## config.mk

```make
export PLATFORM = sky130hd
export DESIGN_NAME = multiword_add_sequencer
export DESIGN_NICKNAME = d
export VERILOG_FILES = /design/src/rtl/multiword_add_sequencer.sv
export SDC_FILE = /design/constraint.sdc
export NUM_CORES = 1
export LEC_CHECK = 0
export CORE_AREA = 2 2 196 102
export CTS_BUF_LIST = sky130_fd_sc_hd__clkbuf_4
export DETAILED_ROUTE_END_ITERATION = 10
export DIE_AREA = 0 0 198 104
export PLACE_DENSITY = 0.95
export SLEW_MARGIN = 20
export SYNTH_ARGS = -nofsm -noshare
export SYNTH_HDL_FRONTEND = slang
export SYNTH_SLANG_ARGS = --single-unit
```

## constraint.sdc

```tcl
create_clock -name clk -period 11.6 [get_ports clk]
set_input_delay 1.74 -clock clk [delete_from_list [all_inputs] [get_ports clk]]
set_output_delay 1.74 -clock clk [all_outputs]
set_load 0.005 [all_outputs]
```

## src/rtl/multiword_add_sequencer.sv

```systemverilog
// Multiword add/subtract sequencer.
// A WORDS x 16-bit operation is processed one 16-bit slice per clock,
// least significant slice first, through a single 16-bit lookahead adder.
// The carry between slices is held in a register.

// 16-bit carry-lookahead adder: four 4-bit lookahead groups joined by a
// group-level lookahead carry network.
module CLA_16_bit_lookahead (
  input  logic [15:0] a,
  input  logic [15:0] b,
  input  logic        cin,
  output logic        cout,
  output logic [15:0] sum
);

  logic [15:0] g;
  logic [15:0] p;
  logic [3:0]  gg;
  logic [3:0]  gp;
  logic [4:0]  gc;
  logic [15:0] c;

  // Bit-level generate/propagate and 4-bit group generate/propagate
  always_comb begin
    g = a & b;
    p = a ^ b;
    for (int k = 0; k < 4; k++) begin
      gg[k] = g[4*k+3]
            | (p[4*k+3] & g[4*k+2])
            | (p[4*k+3] & p[4*k+2] & g[4*k+1])
            | (p[4*k+3] & p[4*k+2] & p[4*k+1] & g[4*k]);
      gp[k] = &p[4*k +: 4];
    end
  end

  // Group carries computed directly from cin, without chaining through gc
  always_comb begin
    gc[0] = cin;
    gc[1] = gg[0] | (gp[0] & cin);
    gc[2] = gg[1] | (gp[1] & gg[0]) | (gp[1] & gp[0] & cin);
    gc[3] = gg[2] | (gp[2] & gg[1]) | (gp[2] & gp[1] & gg[0])
          | (gp[2] & gp[1] & gp[0] & cin);
    gc[4] = gg[3] | (gp[3] & gg[2]) | (gp[3] & gp[2] & gg[1])
          | (gp[3] & gp[2] & gp[1] & gg[0])
          | (gp[3] & gp[2] & gp[1] & gp[0] & cin);
  end

  // Per-bit carries inside each group, expanded from the group carry-in
  always_comb begin
    for (int k = 0; k < 4; k++) begin
      c[4*k]   = gc[k];
      c[4*k+1] = g[4*k] | (p[4*k] & gc[k]);
      c[4*k+2] = g[4*k+1] | (p[4*k+1] & g[4*k]) | (p[4*k+1] & p[4*k] & gc[k]);
      c[4*k+3] = g[4*k+2] | (p[4*k+2] & g[4*k+1])
               | (p[4*k+2] & p[4*k+1] & g[4*k])
               | (p[4*k+2] & p[4*k+1] & p[4*k] & gc[k]);
    end
    sum  = p ^ c;
    cout = gc[4];
  end

endmodule

module multiword_add_sequencer #(
  parameter int WORDS = 4,
  parameter int CNT_W = 16
) (
  input  logic                clk,
  input  logic                rst_n,
  input  logic                in_valid,
  output logic                in_ready,
  input  logic [16*WORDS-1:0] a,
  input  logic [16*WORDS-1:0] b,
  input  logic                cin,
  input  logic                sub,
  output logic                out_valid,
  input  logic                out_ready,
  output logic [16*WORDS-1:0] result,
  output logic                cout,
  output logic                ovf,
  output logic                zero,
  output logic [CNT_W-1:0]    op_count
);

  localparam int W  = 16 * WORDS;
  localparam int IW = (WORDS > 1) ? $clog2(WORDS) : 1;
  localparam logic [IW-1:0] LAST = IW'(WORDS - 1);

  typedef enum logic [1:0] {IDLE, RUN, DONE} state_t;

  state_t        state;
  logic [W-1:0]  a_q;
  logic [W-1:0]  b_q;
  logic          carry;
  logic [IW-1:0] idx;
  logic [15:0]   a_sl;
  logic [15:0]   b_sl;
  logic [15:0]   sum_sl;
  logic          add_cout;
  logic [W-1:0]  res_next;
  logic          accept;
  logic          consume;

  // A new request may enter when idle, or in DONE when the result is being
  // consumed in the same cycle; held off entirely while reset is asserted.
  assign in_ready = rst_n & ((state == IDLE) | ((state == DONE) & out_ready));
  assign accept   = in_valid & in_ready;
  assign consume  = out_valid & out_ready;

  CLA_16_bit_lookahead u_cla (
    .a   (a_sl),
    .b   (b_sl),
    .cin (carry),
    .cout(add_cout),
    .sum (sum_sl)
  );

  // Select the current slice and form the result with that slice replaced
  always_comb begin
    a_sl     = a_q[16*idx +: 16];
    b_sl     = b_q[16*idx +: 16];
    res_next = result;
    res_next[16*idx +: 16] = sum_sl;
  end

  // Latch operands on accept; B is stored already inverted for subtraction
  always_ff @(posedge clk or negedge rst_n) begin
    if (!rst_n) begin
      a_q <= '0;
      b_q <= '0;
    end else if (accept) begin
      a_q <= a;
      b_q <= sub ? ~b : b;
    end
  end

  // Sequencer FSM with registered result, flags and consume counter
  always_ff @(posedge clk or negedge rst_n) begin
    if (!rst_n) begin
      state     <= IDLE;
      carry     <= 1'b0;
      idx       <= '0;
      out_valid <= 1'b0;
      result    <= '0;
      cout      <= 1'b0;
      ovf       <= 1'b0;
      zero      <= 1'b0;
      op_count  <= '0;
    end else begin
      case (state)
        IDLE: begin
          if (accept) begin
            carry <= sub ? ~cin : cin;
            idx   <= '0;
            state <= RUN;
          end
        end
        RUN: begin
          result <= res_next;
          carry  <= add_cout;
          if (idx == LAST) begin
            state     <= DONE;
            out_valid <= 1'b1;
            cout      <= add_cout;
            ovf       <= (a_q[W-1] == b_q[W-1]) & (sum_sl[15] != a_q[W-1]);
            zero      <= (res_next == '0);
          end else begin
            idx <= idx + IW'(1);
          end
        end
        DONE: begin
          if (consume) begin
            out_valid <= 1'b0;
            op_count  <= op_count + CNT_W'(1);
            if (accept) begin
              carry <= sub ? ~cin : cin;
              idx   <= '0;
              state <= RUN;
            end else begin
              state <= IDLE;
            end
          end
        end
        default: state <= IDLE;
      endcase
    end
  end

endmodule

```

; ---- Word-level counts from Yosys, hierarchy flattened
; Cells that the tools add are included.
[word_totals]
in_bits = 134
output_inout_bits = 85
n_memories = 0
ff_bits = 217
ramBits = 0
romBits = 0
latchBits = 0
word_cells = 188
[op_classes]
n_shift = 4
div_mod_pow = 0
order_cmp = 0
bitwise = 129
n_eq_ne = 9
n_reduce_logical = 14
n_mul = 0
add_sub_neg = 3
n_mux = 18
[ops]
columns = op, count
row1 = 64-bit by 7-bit indexed part select with 16-bit output, 2
row2 = 1-bit AND, 77
row3 = 64-bit bitwise mux, 1
row4 = 64-bit logical NOT, 1
row5 = 64-bit two-way mux, 1
row6 = 64-bit NOT, 1
row7 = "16-bit by 34-bit variable shift with 64-bit output, first input constant", 1
row8 = 16-bit by 34-bit indexed part select with 64-bit output, 1
row9 = 1-bit bitwise OR, 47
row10 = 6-bit negation with 34-bit output, 1
row11 = 16-bit bitwise XOR, 2
row12 = "16-bit by 1-bit adder with 16-bit output, second input constant", 1
row13 = 16-bit AND, 1
row14 = 4-bit AND reduction, 4
row15 = 2-bit two-way mux, 6
row16 = 2-bit one-hot mux with 3 select lines, 2
row17 = 3-bit AND reduction, 3
row18 = "2-bit inequality test, second input constant", 4
row19 = 1-bit two-way mux, 6
row20 = 2-bit AND reduction, 3
row21 = "2-bit equality test, second input constant", 2
row22 = 1-bit one-hot mux with 3 select lines, 1
row23 = 3-bit nonzero test, 1
row24 = "2-bit by 1-bit adder with 2-bit output, second input constant", 1
row25 = other kinds (7), 7

; ---- Logic depth before layout (Yosys ltp)
; Gate-level depths: netlist of the first run.
[logic_depth]
depth_word = 16
mapped_depth = 16

; ---- By module
; A second synthesis of the first run with hierarchy kept.
[unflattened]
hier_cells = 867
area_unflattened_um2 = 10652.7
[modules_own_cells]
columns = module, seq_area_each_um2, area_per_inst_um2, cells_per_inst, n_inst
row1 = multiword_add_sequencer, 5430.2, 9863.2, 771, 1
row2 = CLA_16_bit_lookahead, 0.0, 789.5, 96, 1

; ---- Least setup slack after synthesis of the first run
; Ideal clock, no wire load.
[synth_timing]
path_type = flip-flop to flip-flop
start = register idx[0]
end = register zero
n_path_buf = 2
t_arrival_ns = 4.198
setup_slack_ns = 7.306
t_required_ns = 11.505
period_less_slack_ns = 4.294
stages_incl_launch_ff = 16
cell_sequence = dfrtp_1 -> buf_4 -> buf_2 -> mux4_2 -> ha_1 -> o211ai_2 -> or2_1 -> or3_4 -> nand3b_1 -> fa_1 -> o221a_2 -> a2111oi_2 -> nand4_1 -> a2111oi_2 -> o21ai_1 -> o31ai_1
[synth_between]
elab_chain_len = 16
elab_cells_between_ends = 114
classes_between = 1 x add/sub / 1 x eq/ne / 4 x shift / 1 x mux / 102 x bitwise / 5 x reduce/logical
[synth_rtl]
columns = element, line
row1 = "start, declared", 95  ; logic [IW-1:0] idx;
row2 = "start signal, assigned", 168  ; idx <= idx + IW'(1);
row3 = "64-bit by 7-bit indexed part select with 16-bit output, on equally long branches", "120, 121"
row4 = 16-bit bitwise XOR or 16-bit AND (tied branches), "26, 25"
row5 = "1-bit AND, on equally long branches", "29, 30, 31"
row6 = "1-bit bitwise OR, or another cell as far along", 29  ; | (p[4*k+3] & g[4*k+2])
row7 = 1-bit bitwise OR or 1-bit AND (tied branches), "30, 31"
row8 = 1-bit bitwise OR, 31  ; | (p[4*k+3] & p[4*k+2] & p[4*k+1] & g[4*k]);
row9 = 1-bit AND, 41  ; gc[3] = gg[2] | (gp[2] & gg[1]) | (gp[2] & gp[1] & gg[0])
row10 = 1-bit bitwise OR (2 in series), 41
row11 = 1-bit bitwise OR, 42  ; | (gp[2] & gp[1] & gp[0] & cin);
row12 = "1-bit AND, on equally long branches", "52, 53, 56"
row13 = "1-bit bitwise OR, on equally long branches", "52, 53, 56"
row14 = 16-bit bitwise XOR, 58  ; sum = p ^ c;
row15 = 16-bit by 34-bit indexed part select with 64-bit output, 123  ; res_next[16*idx +: 16] = sum_sl;
row16 = 64-bit bitwise mux, 123
row17 = 64-bit logical NOT, 166  ; zero <= (res_next == '0);
row18 = "end signal, assigned", 166
row19 = "end, declared", 81  ; output logic zero,
; Parallel ways exist; a longest one is shown, timed or not.
; A chain may end at the register's enable or synchronous reset.

; ---- Worst setup path in the final report of the first run
; Same ends and word-level chain as after synthesis.

==> results of run 1 <==
==> layer usage <==
| metal | track usage [%] | wire length [um] |
|---|---|---|
| met1 | 44.1 | 13300 |
| met2 | 40.6 | 12500 |
| met3 | 9.40 | 3380 |
| met4 | 8.16 | 576 |
| met5 | 0 | 0 |
==> layout by cell type (no fill, tap or decap), types with 13 or more instances in the layout <==
cell type / instances
nor2_1: 23
xnor2_1: 79
clkbuf_4: 74
ha_1: 23
mux2_2: 66
a22o_1: 27
dfrtp_1: 215
a21oi_1: 19
clkdlybuf4s50_1: 216
xor2_1: 13
nand2_1: 128
o21ai_0: 106
mux4_2: 32
nor4_1: 14
==> cells by family after synthesis <==
family | Yosys count
buf+inv | 59
flops | 217
mux | 98
fa+ha+maj | 27
xor+xnor | 92
simple gates | 218
compound gates | 197
==> worst max-delay path by stage <==
| stage | startpoint | end | slack [ns] | depth (start not counted) |
|---|---|---|---|---|
| 6_report | idx[0]$_DFFE_PN0P_ | zero$_DFFE_PN0P_ | 6.33 | 15 |
| 5_1_grt | idx[0]$_DFFE_PN0P_ | zero$_DFFE_PN0P_ | 6.03 | 15 |
| 4_1_cts | idx[0]$_DFFE_PN0P_ | zero$_DFFE_PN0P_ | 6.38 | 15 |
| 3_5_place_dp | idx[0]$_DFFE_PN0P_ | zero$_DFFE_PN0P_ | 6.39 | 15 |
| 3_3_place_gp | rst_n | in_ready | 6.55 | 3 |
| 2_1_floorplan | idx[0]$_DFFE_PN0P_ | zero$_DFFE_PN0P_ | 7.31 | 15 |
==> flip-flops by register name, indices dropped and copies added, names as in the netlist <==
register / flops
a_q: 64
b_q: 64
carry: 1
cout: 1
idx: 2
op_count: 16
out_valid: 1
ovf: 1
result: 64
state: 2
zero: 1
==> critical path, stage by stage (launching register included) <==
cell,delay (ns)
dfrtp_2,0.74
buf_4,0.49
mux4_2,0.61
ha_1,0.39
a21o_1,0.25
a21oi_2,0.17
o22a_2,0.19
nand3b_1,0.13
fa_1,0.40
xor2_1,0.24
o221a_2,0.34
a2111oi_0,0.36
nand4_1,0.19
a2111oi_2,0.27
o21ai_1,0.11
o31ai_1,0.26
==> per-stage QoR <==
stage	util, %	area (um^2)
2_1_floorplan	-	10600
3_3_place_gp	68.2	12900
3_5_place_dp	68.2	12900
4_1_cts	71.5	13600
5_1_grt	71.6	13600
6_report	71.6	13600
==> power by group <==
group | internal [mW] | leakage (nW) | switching (mW) | total [mW]
clock network | 0.296 | 0.383 | 0.318 | 0.614
registers | 1.08 | 2.76 | 0.275 | 1.36
logic | 1.06 | 2.68 | 1.56 | 2.62
total | 2.44 | 5.82 | 2.16 | 4.59
==> Yosys cell counts (2+ instances only) <==
cell,count
a2111oi_2,2
a21o_1,3
a21o_2,2
a21oi_1,19
a21oi_2,2
a22o_1,27
a2bb2oi_1,2
a31oi_1,3
and3_1,11
buf_1,6
buf_2,3
buf_6,2
clkbuf_1,35
dfrtp_1,217
fa_1,4
ha_1,23
inv_1,11
mux2_2,66
mux4_2,32
nand2_1,129
nand2b_1,4
nand3_1,6
nand3b_1,4
nand4_1,5
nor2_1,23
nor2b_1,3
nor3_1,6
nor3b_1,3
nor4_1,14
nor4bb_1,2
o211ai_1,2
o21a_2,2
o21ai_0,106
o21ai_1,3
o221a_2,2
o221ai_1,2
o31ai_1,5
xnor2_1,79
xor2_1,13
==> layout make-up <==
type | instances | share of cell area [%]
well taps | 266 | 2.45
flip-flops and latches | 217 | 40.0
clock inverters | 18 | 0.609
inverters | 11 | 0.304
multi-input cells | 632 | 36.1
diodes | 1 | 0.0184
clock buffers | 74 | 4.09
repair buffers | 222 | 16.3
==> metrics.txt, run 1 <==
# TYPE chip_impl_metric gauge
chip_impl_info{name="run_status",value="finished clean"} 1
chip_impl_metric{name="synth_cells",unit=""} 908
chip_impl_metric{name="post-cts-setup-buffers",unit=""} 0
chip_impl_metric{name="clock_path_buffers",unit=""} 3
chip_impl_metric{name="dpl_wire_length",unit="mm"} 21.5
chip_impl_metric{name="syn-cell-area",unit="mm^2"} 0.0106
chip_impl_info{name="whs_endpoint",value="b_q[45]$_DFFE_PN0P_"} 1
chip_impl_metric{name="clock-skew-final",unit="ns"} 0.0455
chip_impl_metric{name="htree_levels",unit=""} 2
chip_impl_metric{name="vias",unit=""} 8362
chip_impl_metric{name="hold_buffers",unit=""} 0
chip_impl_info{name="combinational_family_with_the_most_area_after_synthesis",value="multiplexers"} 1
chip_impl_metric{name="synth_adder_area_share",unit="%"} 3.48
chip_impl_metric{name="ff2ff_setup_slack",unit="ns"} 6.33
chip_impl_metric{name="antenna_found_initial",unit=""} 1
chip_impl_info{name="synth_area_leaders",value="dfrtp_1 (51%), mux2_2 (7.0%), mux4_2 (6.8%)"} 1
chip_impl_info{name="timing_worst_setup_path_type",value="reg -> reg"} 1
chip_impl_metric{name="sinks_on_clock_net",unit=""} 217
chip_impl_info{name="yosys_most_used_dff",value="dfrtp_1"} 1
chip_impl_metric{name="fin_worst_hold_slack",unit="ns"} 0.481
chip_impl_metric{name="first_pass_grt_wire_length",unit="mm"} 46.1
chip_impl_info{name="holdCritStartpoint",value="b_q[45]$_DFFE_PN0P_"} 1
chip_impl_metric{name="fill_cells",unit=""} 1311
chip_impl_metric{name="fp-row-count",unit=""} 36
chip_impl_info{name="crit-reg2reg-capture",value="zero$_DFFE_PN0P_"} 1
chip_impl_metric{name="cp_max_fo",unit=""} 26
chip_impl_metric{name="sequential_cell_area",unit="mm^2"} 0.00543
chip_impl_metric{name="dp_worst_setup_slack",unit="ns"} 6.39
chip_impl_metric{name="grt-ovfl-total",unit=""} 0
chip_impl_metric{name="io_pins",unit=""} 219
chip_impl_metric{name="start_util",unit="%"} 55.8
chip_impl_metric{name="cts_buffers",unit=""} 50
chip_impl_metric{name="die_width",unit="um"} 198
chip_impl_metric{name="final-max-slew-violation-count",unit=""} 0
chip_impl_metric{name="drt_iter0_drc",unit=""} 767
chip_impl_metric{name="required",unit="ns"} 12.16
chip_impl_metric{name="setup_tns",unit="ns"} 0
chip_impl_metric{name="syn2layout_area_growth",unit="%"} 28.3
chip_impl_metric{name="synth_simple_gate_area_share",unit="%"} 9.46
chip_impl_metric{name="cts-resized-gates",unit=""} 0
chip_impl_metric{name="chipHeight",unit="um"} 104
chip_impl_info{name="setup_repair_after_global_routing_missed_its_margin",value="no"} 1
chip_impl_metric{name="synth_xor_xnor_area_share",unit="%"} 7.62
chip_impl_metric{name="number_of_nets_in_the_layout",unit=""} 1295
chip_impl_metric{name="post_drt_via_cell_ratio",unit=""} 5.80
chip_impl_metric{name="synth.yosys.seq_area_share",unit="%"} 51.3
chip_impl_metric{name="synth-warning-count",unit=""} 0
chip_impl_metric{name="layout.cells.non_filler",unit=""} 1441
chip_impl_metric{name="ant_nets",unit=""} 0
chip_impl_metric{name="multi_input_area",unit="mm^2"} 0.00490
chip_impl_metric{name="fmax",unit="GHz"} 0.190
chip_impl_info{name="worst_setup_path_start_kind",value="flip-flop"} 1
chip_impl_metric{name="muxShareOfSynthArea",unit="%"} 13.8
chip_impl_metric{name="ys_ff_latch",unit=""} 217
chip_impl_metric{name="synth_fp_nets",unit=""} 1069
chip_impl_metric{name="finalWorstSetupSlack",unit="ns"} 6.33
chip_impl_metric{name="post_route_cells_drive_above_1_share",unit="%"} 17.8
chip_impl_metric{name="vdd_ir_drop_max",unit="mV"} 0.238
chip_impl_info{name="endpoint_kind",value="flip-flop"} 1
chip_impl_metric{name="port_buffers",unit=""} 218
chip_impl_metric{name="synth-edff-count",unit=""} 0
chip_impl_metric{name="grt_max_degree",unit=""} 102
chip_impl_metric{name="synth.top_cell.area_share",unit="%"} 51.3
chip_impl_info{name="synth_largest_area_cell",value="dfrtp_1"} 1
chip_impl_metric{name="cts.reportedPaths.clkPinSlew",unit="ns"} 0.07
chip_impl_metric{name="drv_cap",unit=""} 0
chip_impl_metric{name="period_minus_slack",unit="ns"} 5.27
chip_impl_info{name="timing.hold.worst.class",value="reg -> reg"} 1
chip_impl_info{name="cts_tree",value="yes"} 1
chip_impl_metric{name="die_area",unit="mm^2"} 0.0206
chip_impl_info{name="clock-root-buffer",value="clkbuf_4"} 1
chip_impl_metric{name="power.density",unit="mW/mm^2"} 339
chip_impl_metric{name="globalplace.congestion",unit=""} 0.947
chip_impl_metric{name="grtUsageTotal",unit="%"} 29.3
chip_impl_metric{name="power.total",unit="mW"} 4.59
chip_impl_metric{name="synth_compound_area_share",unit="%"} 11.9
chip_impl_metric{name="r2r.worst_path.cells",unit=""} 15
chip_impl_metric{name="hold_depth",unit=""} 2
chip_impl_metric{name="drc",unit=""} 0
chip_impl_metric{name="syn-mean-instance-area",unit="um^2"} 11.7
chip_impl_info{name="critical_r2r_launch",value="idx[0]$_DFFE_PN0P_"} 1
chip_impl_metric{name="core_area",unit="mm^2"} 0.0190
chip_impl_metric{name="route.final.wire_length",unit="mm"} 29.7
chip_impl_metric{name="grt_pass1_vias",unit=""} 8247
chip_impl_metric{name="postSynth.asyncResetShare",unit="%"} 100
chip_impl_metric{name="timing_worst_slew_pin_value",unit="ns"} 1.09
chip_impl_metric{name="timing.critical_path.arrival",unit="ns"} 5.83
chip_impl_metric{name="finalHoldViolations",unit=""} 0
chip_impl_metric{name="finalCritPeriodShare",unit="%"} 45.4
chip_impl_metric{name="dpl.cell_count",unit=""} 1348
chip_impl_metric{name="maxSlewHeadroom",unit="%"} 27.5
chip_impl_metric{name="clock_insertion_delay_worst_skew",unit="ns"} 0.67
chip_impl_metric{name="leakagePower",unit="nW"} 5.82
chip_impl_metric{name="post_synth_num_cell_types",unit=""} 64
chip_impl_metric{name="timing.final.setup_violations",unit=""} 0
chip_impl_metric{name="drt-pass1-iter-count",unit=""} 5
chip_impl_metric{name="routed_wire_length_per_instance",unit="um"} 20.6
Power figures use the tool's default switching activity.
==> run 2, diff against run 1 <==
Settings changed: CORE_AREA 2 2 196 102 to 2 2 203 105, DIE_AREA 0 0 198 104 to 0 0 205 107, PLACE_DENSITY 0.95 to 0.9.
Clock period 11.6 ns to 5.5 ns, I/O delays scaled along.
==> metrics.txt, run 2 (synthesis gave the netlist of run 1 again) <==
# TYPE chip_impl_metric gauge
chip_impl_metric{name="final-max-slew-violation-count",unit=""} 0
chip_impl_metric{name="routed_wire_length_per_instance",unit="um"} 21.3
chip_impl_metric{name="leakagePower",unit="nW"} 5.84
chip_impl_info{name="cts_tree",value="yes"} 1
chip_impl_metric{name="route.final.wire_length",unit="mm"} 30.8
chip_impl_metric{name="post_drt_via_cell_ratio",unit=""} 5.84
chip_impl_metric{name="post_route_standard_cell_area_excluding_fillers",unit="mm^2"} 0.0136
chip_impl_metric{name="grt-ovfl-total",unit=""} 0
chip_impl_metric{name="met1_length",unit="mm"} 14.3
chip_impl_metric{name="vdd_ir_drop_max",unit="mV"} 0.465
chip_impl_metric{name="period_minus_slack",unit="ns"} 5.13
chip_impl_metric{name="internal-power",unit="mW"} 5.22
chip_impl_info{name="endpoint_kind",value="flip-flop"} 1
chip_impl_metric{name="die_area",unit="mm^2"} 0.0219
chip_impl_metric{name="ff2ff_setup_slack",unit="ns"} 0.37
chip_impl_metric{name="first_pass_grt_wire_length",unit="mm"} 47.0
chip_impl_metric{name="clock_insertion_delay_worst_skew",unit="ns"} 0.71
chip_impl_metric{name="dpl.cell_count",unit=""} 1360
chip_impl_metric{name="required",unit="ns"} 6.09
chip_impl_info{name="layout.cells.most_common",value="clkdlybuf4s50_1"} 1
chip_impl_metric{name="drc",unit=""} 0
chip_impl_metric{name="wl_met2",unit="mm"} 11.7
chip_impl_metric{name="fmax",unit="GHz"} 0.195
chip_impl_metric{name="finalWorstSetupSlack",unit="ns"} 0.368
chip_impl_metric{name="cp_max_fo",unit=""} 27
chip_impl_metric{name="clock-skew-final",unit="ns"} 0.0862
chip_impl_metric{name="inserted_diodes",unit=""} 0
chip_impl_info{name="crit_path_cell_trace",value="buf_4 > mux4_2 > ha_1 > a21o_1 > a21oi_2 > o22a_2 > nand3b_1 > fa_1 > xor2_1 > o221a_2 > a2111oi_0 > nand4_1 > a2111oi_2 > o21ai_1 > o31ai_1"} 1
chip_impl_metric{name="chipHeight",unit="um"} 107
chip_impl_metric{name="timing_worst_slew_pin_value",unit="ns"} 0.990
chip_impl_metric{name="grtUsageTotal",unit="%"} 28.7
chip_impl_metric{name="post-cts-setup-buffers",unit=""} 0
chip_impl_metric{name="drt-pass1-iter-count",unit=""} 5
chip_impl_metric{name="fill_cells",unit=""} 1515
chip_impl_metric{name="critical-path-max-stage-delay",unit="ns"} 0.85
chip_impl_info{name="cp_slowest_cell",value="dfrtp_2"} 1
chip_impl_metric{name="setup_tns",unit="ns"} 0
chip_impl_metric{name="sinks_on_clock_net",unit=""} 217
chip_impl_info{name="maxUsedRoutingLayer",value="met4"} 1
chip_impl_info{name="timing.hold.worst.class",value="reg -> reg"} 1
chip_impl_metric{name="grt_max_degree",unit=""} 83
chip_impl_metric{name="timing.final.setup_violations",unit=""} 0
chip_impl_metric{name="number_of_nets_in_the_layout",unit=""} 1300
chip_impl_metric{name="sequential_group_share_of_total_power",unit="%"} 30.3
chip_impl_info{name="clock-root-buffer",value="clkbuf_4"} 1
chip_impl_info{name="worst_setup_path_start_kind",value="flip-flop"} 1
chip_impl_metric{name="io_pins",unit=""} 219
chip_impl_metric{name="dp_worst_setup_slack",unit="ns"} 0.398
chip_impl_metric{name="start_util",unit="%"} 52.4
chip_impl_info{name="timing_worst_setup_path_type",value="reg -> reg"} 1
chip_impl_metric{name="cts.reportedPaths.clkPinSlew",unit="ns"} 0.08
chip_impl_info{name="run_status",value="finished clean"} 1
chip_impl_metric{name="maxSlewHeadroom",unit="%"} 34.0
chip_impl_metric{name="finalHoldViolations",unit=""} 0
chip_impl_metric{name="syn2layout_area_growth",unit="%"} 28.7
chip_impl_metric{name="globalplace.congestion",unit=""} 0.934
chip_impl_metric{name="vias",unit=""} 8440
chip_impl_metric{name="port_buffers",unit=""} 218
chip_impl_info{name="layout.cells.most_common_list",value="clkdlybuf4s50_1 (216), dfrtp_1 (215), nand2_1 (128), o21ai_0 (106), xnor2_1 (79)"} 1
chip_impl_metric{name="pwr-share-clk",unit="%"} 13.5
chip_impl_metric{name="drt_iter0_drc",unit=""} 780
chip_impl_metric{name="ant_nets",unit=""} 0
chip_impl_metric{name="htree_levels",unit=""} 2
chip_impl_metric{name="antenna_found_initial",unit=""} 0
chip_impl_metric{name="place_area",unit="mm^2"} 0.0130
chip_impl_metric{name="drv_cap",unit=""} 0
chip_impl_metric{name="routed-wl-met3",unit="mm"} 4.23
chip_impl_metric{name="post_route_cells_drive_above_1_share",unit="%"} 17.9
chip_impl_metric{name="finalCritPeriodShare",unit="%"} 93.3
chip_impl_metric{name="switching_share",unit="%"} 46.5
chip_impl_info{name="largestRegisters",value="a_q: 64 flops, b_q: 64 flops, result: 64 flops"} 1
chip_impl_metric{name="core_area",unit="mm^2"} 0.0202
chip_impl_metric{name="die_width",unit="um"} 205
chip_impl_metric{name="fp-row-count",unit=""} 37
chip_impl_metric{name="grt_pass1_vias",unit=""} 8123
chip_impl_metric{name="layout.cells.non_filler",unit=""} 1445
chip_impl_metric{name="clock_path_buffers",unit=""} 3
chip_impl_metric{name="timing.critical_path.arrival",unit="ns"} 5.72
chip_impl_metric{name="cts-resized-gates",unit=""} 0
chip_impl_info{name="setup_repair_after_global_routing_missed_its_margin",value="no"} 1
chip_impl_metric{name="total_switching_power",unit="mW"} 4.54
chip_impl_metric{name="comb_power_share",unit="%"} 56.2
chip_impl_metric{name="dpl_wire_length",unit="mm"} 23.2
chip_impl_metric{name="cts_buffers",unit=""} 49
chip_impl_metric{name="power.density",unit="mW/mm^2"} 717
## run 2: timing repair
| action | 4_1_cts | 5_1_grt |
|---|---|---|
| setup endpoints to repair | 0 | 0 |
| hold buffers | 1 | 0 |
| hold endpoints to repair | 14 | 0 |
## run 2: cell type report
class / count / area [um^2] / area share (%)
Tap cell: 273 / 342 / 2.51
Multi-Input combinational cell: 632 / 4910 / 36.1
Inverter: 11 / 41.3 / 0.303
Timing Repair Buffer: 228 / 2260 / 16.6
Clock inverter: 9 / 65.1 / 0.478
Sequential cell: 217 / 5430 / 39.9
Clock buffer: 75 / 563 / 4.14
## run 2: critical path: cells and delay by family, from the launching register on
| family | cells | cell delay (ns) |
|---|---|---|
| buffers and inverters | 1 | 0.30 |
| multiplexers | 1 | 0.51 |
| AND/OR/NAND/NOR | 2 | 0.32 |
| XOR/XNOR | 1 | 0.25 |
| adder cells (fa/ha/maj) | 2 | 0.78 |
| flip-flops | 1 | 0.85 |
| AO/OA/AOI/OAI | 8 | 2.07 |
## run 2: per-stage QoR
stage	hold WS, ns	total power [mW]	utilization, %
after floorplan	0.445	6.02	-
after global placement	0.459	8.19	64.3
after detailed placement	0.472	8.29	64.3
after CTS	0.487	9.61	67.4
after global routing	0.501	10.3	67.5
final	0.477	9.76	67.5
## run 2: power by group through the flow
stage / Combinational, mW / Clock [mW] / Sequential [mW]
finish: 5.48 / 1.31 / 2.96
global route: 5.85 / 1.40 / 3.03
CTS: 5.36 / 1.32 / 2.93
detailed placement: 5.33 / 0 / 2.95
global placement: 5.25 / 0 / 2.94
floorplan: 3.39 / 0 / 2.63
## run 2: worst paths after layout
check	cells after the start	startpoint	end
hold / removal	1	op_count[15]$_DFFE_PN0P_	op_count[15]$_DFFE_PN0P_
max in group asynchronous	4	rst_n	idx[1]$_DFFE_PN0P_
setup reg to reg	15	idx[0]$_DFFE_PN0P_	zero$_DFFE_PN0P_
min in group asynchronous	2	rst_n	a_q[19]$_DFFE_PN0P_
setup / recovery	15	idx[0]$_DFFE_PN0P_	zero$_DFFE_PN0P_
hold reg to reg	1	op_count[15]$_DFFE_PN0P_	op_count[15]$_DFFE_PN0P_
## run 2: routing by layer
| layer | vias to the layer above | global-route usage [%] |
|---|---|---|
| li1 | 3737 | - |
| met1 | 4137 | 44.9 |
| met2 | 511 | 36.3 |
| met3 | 55 | 11.6 |
| met4 | 0 | 7.09 |
| met5 | - | 0 |
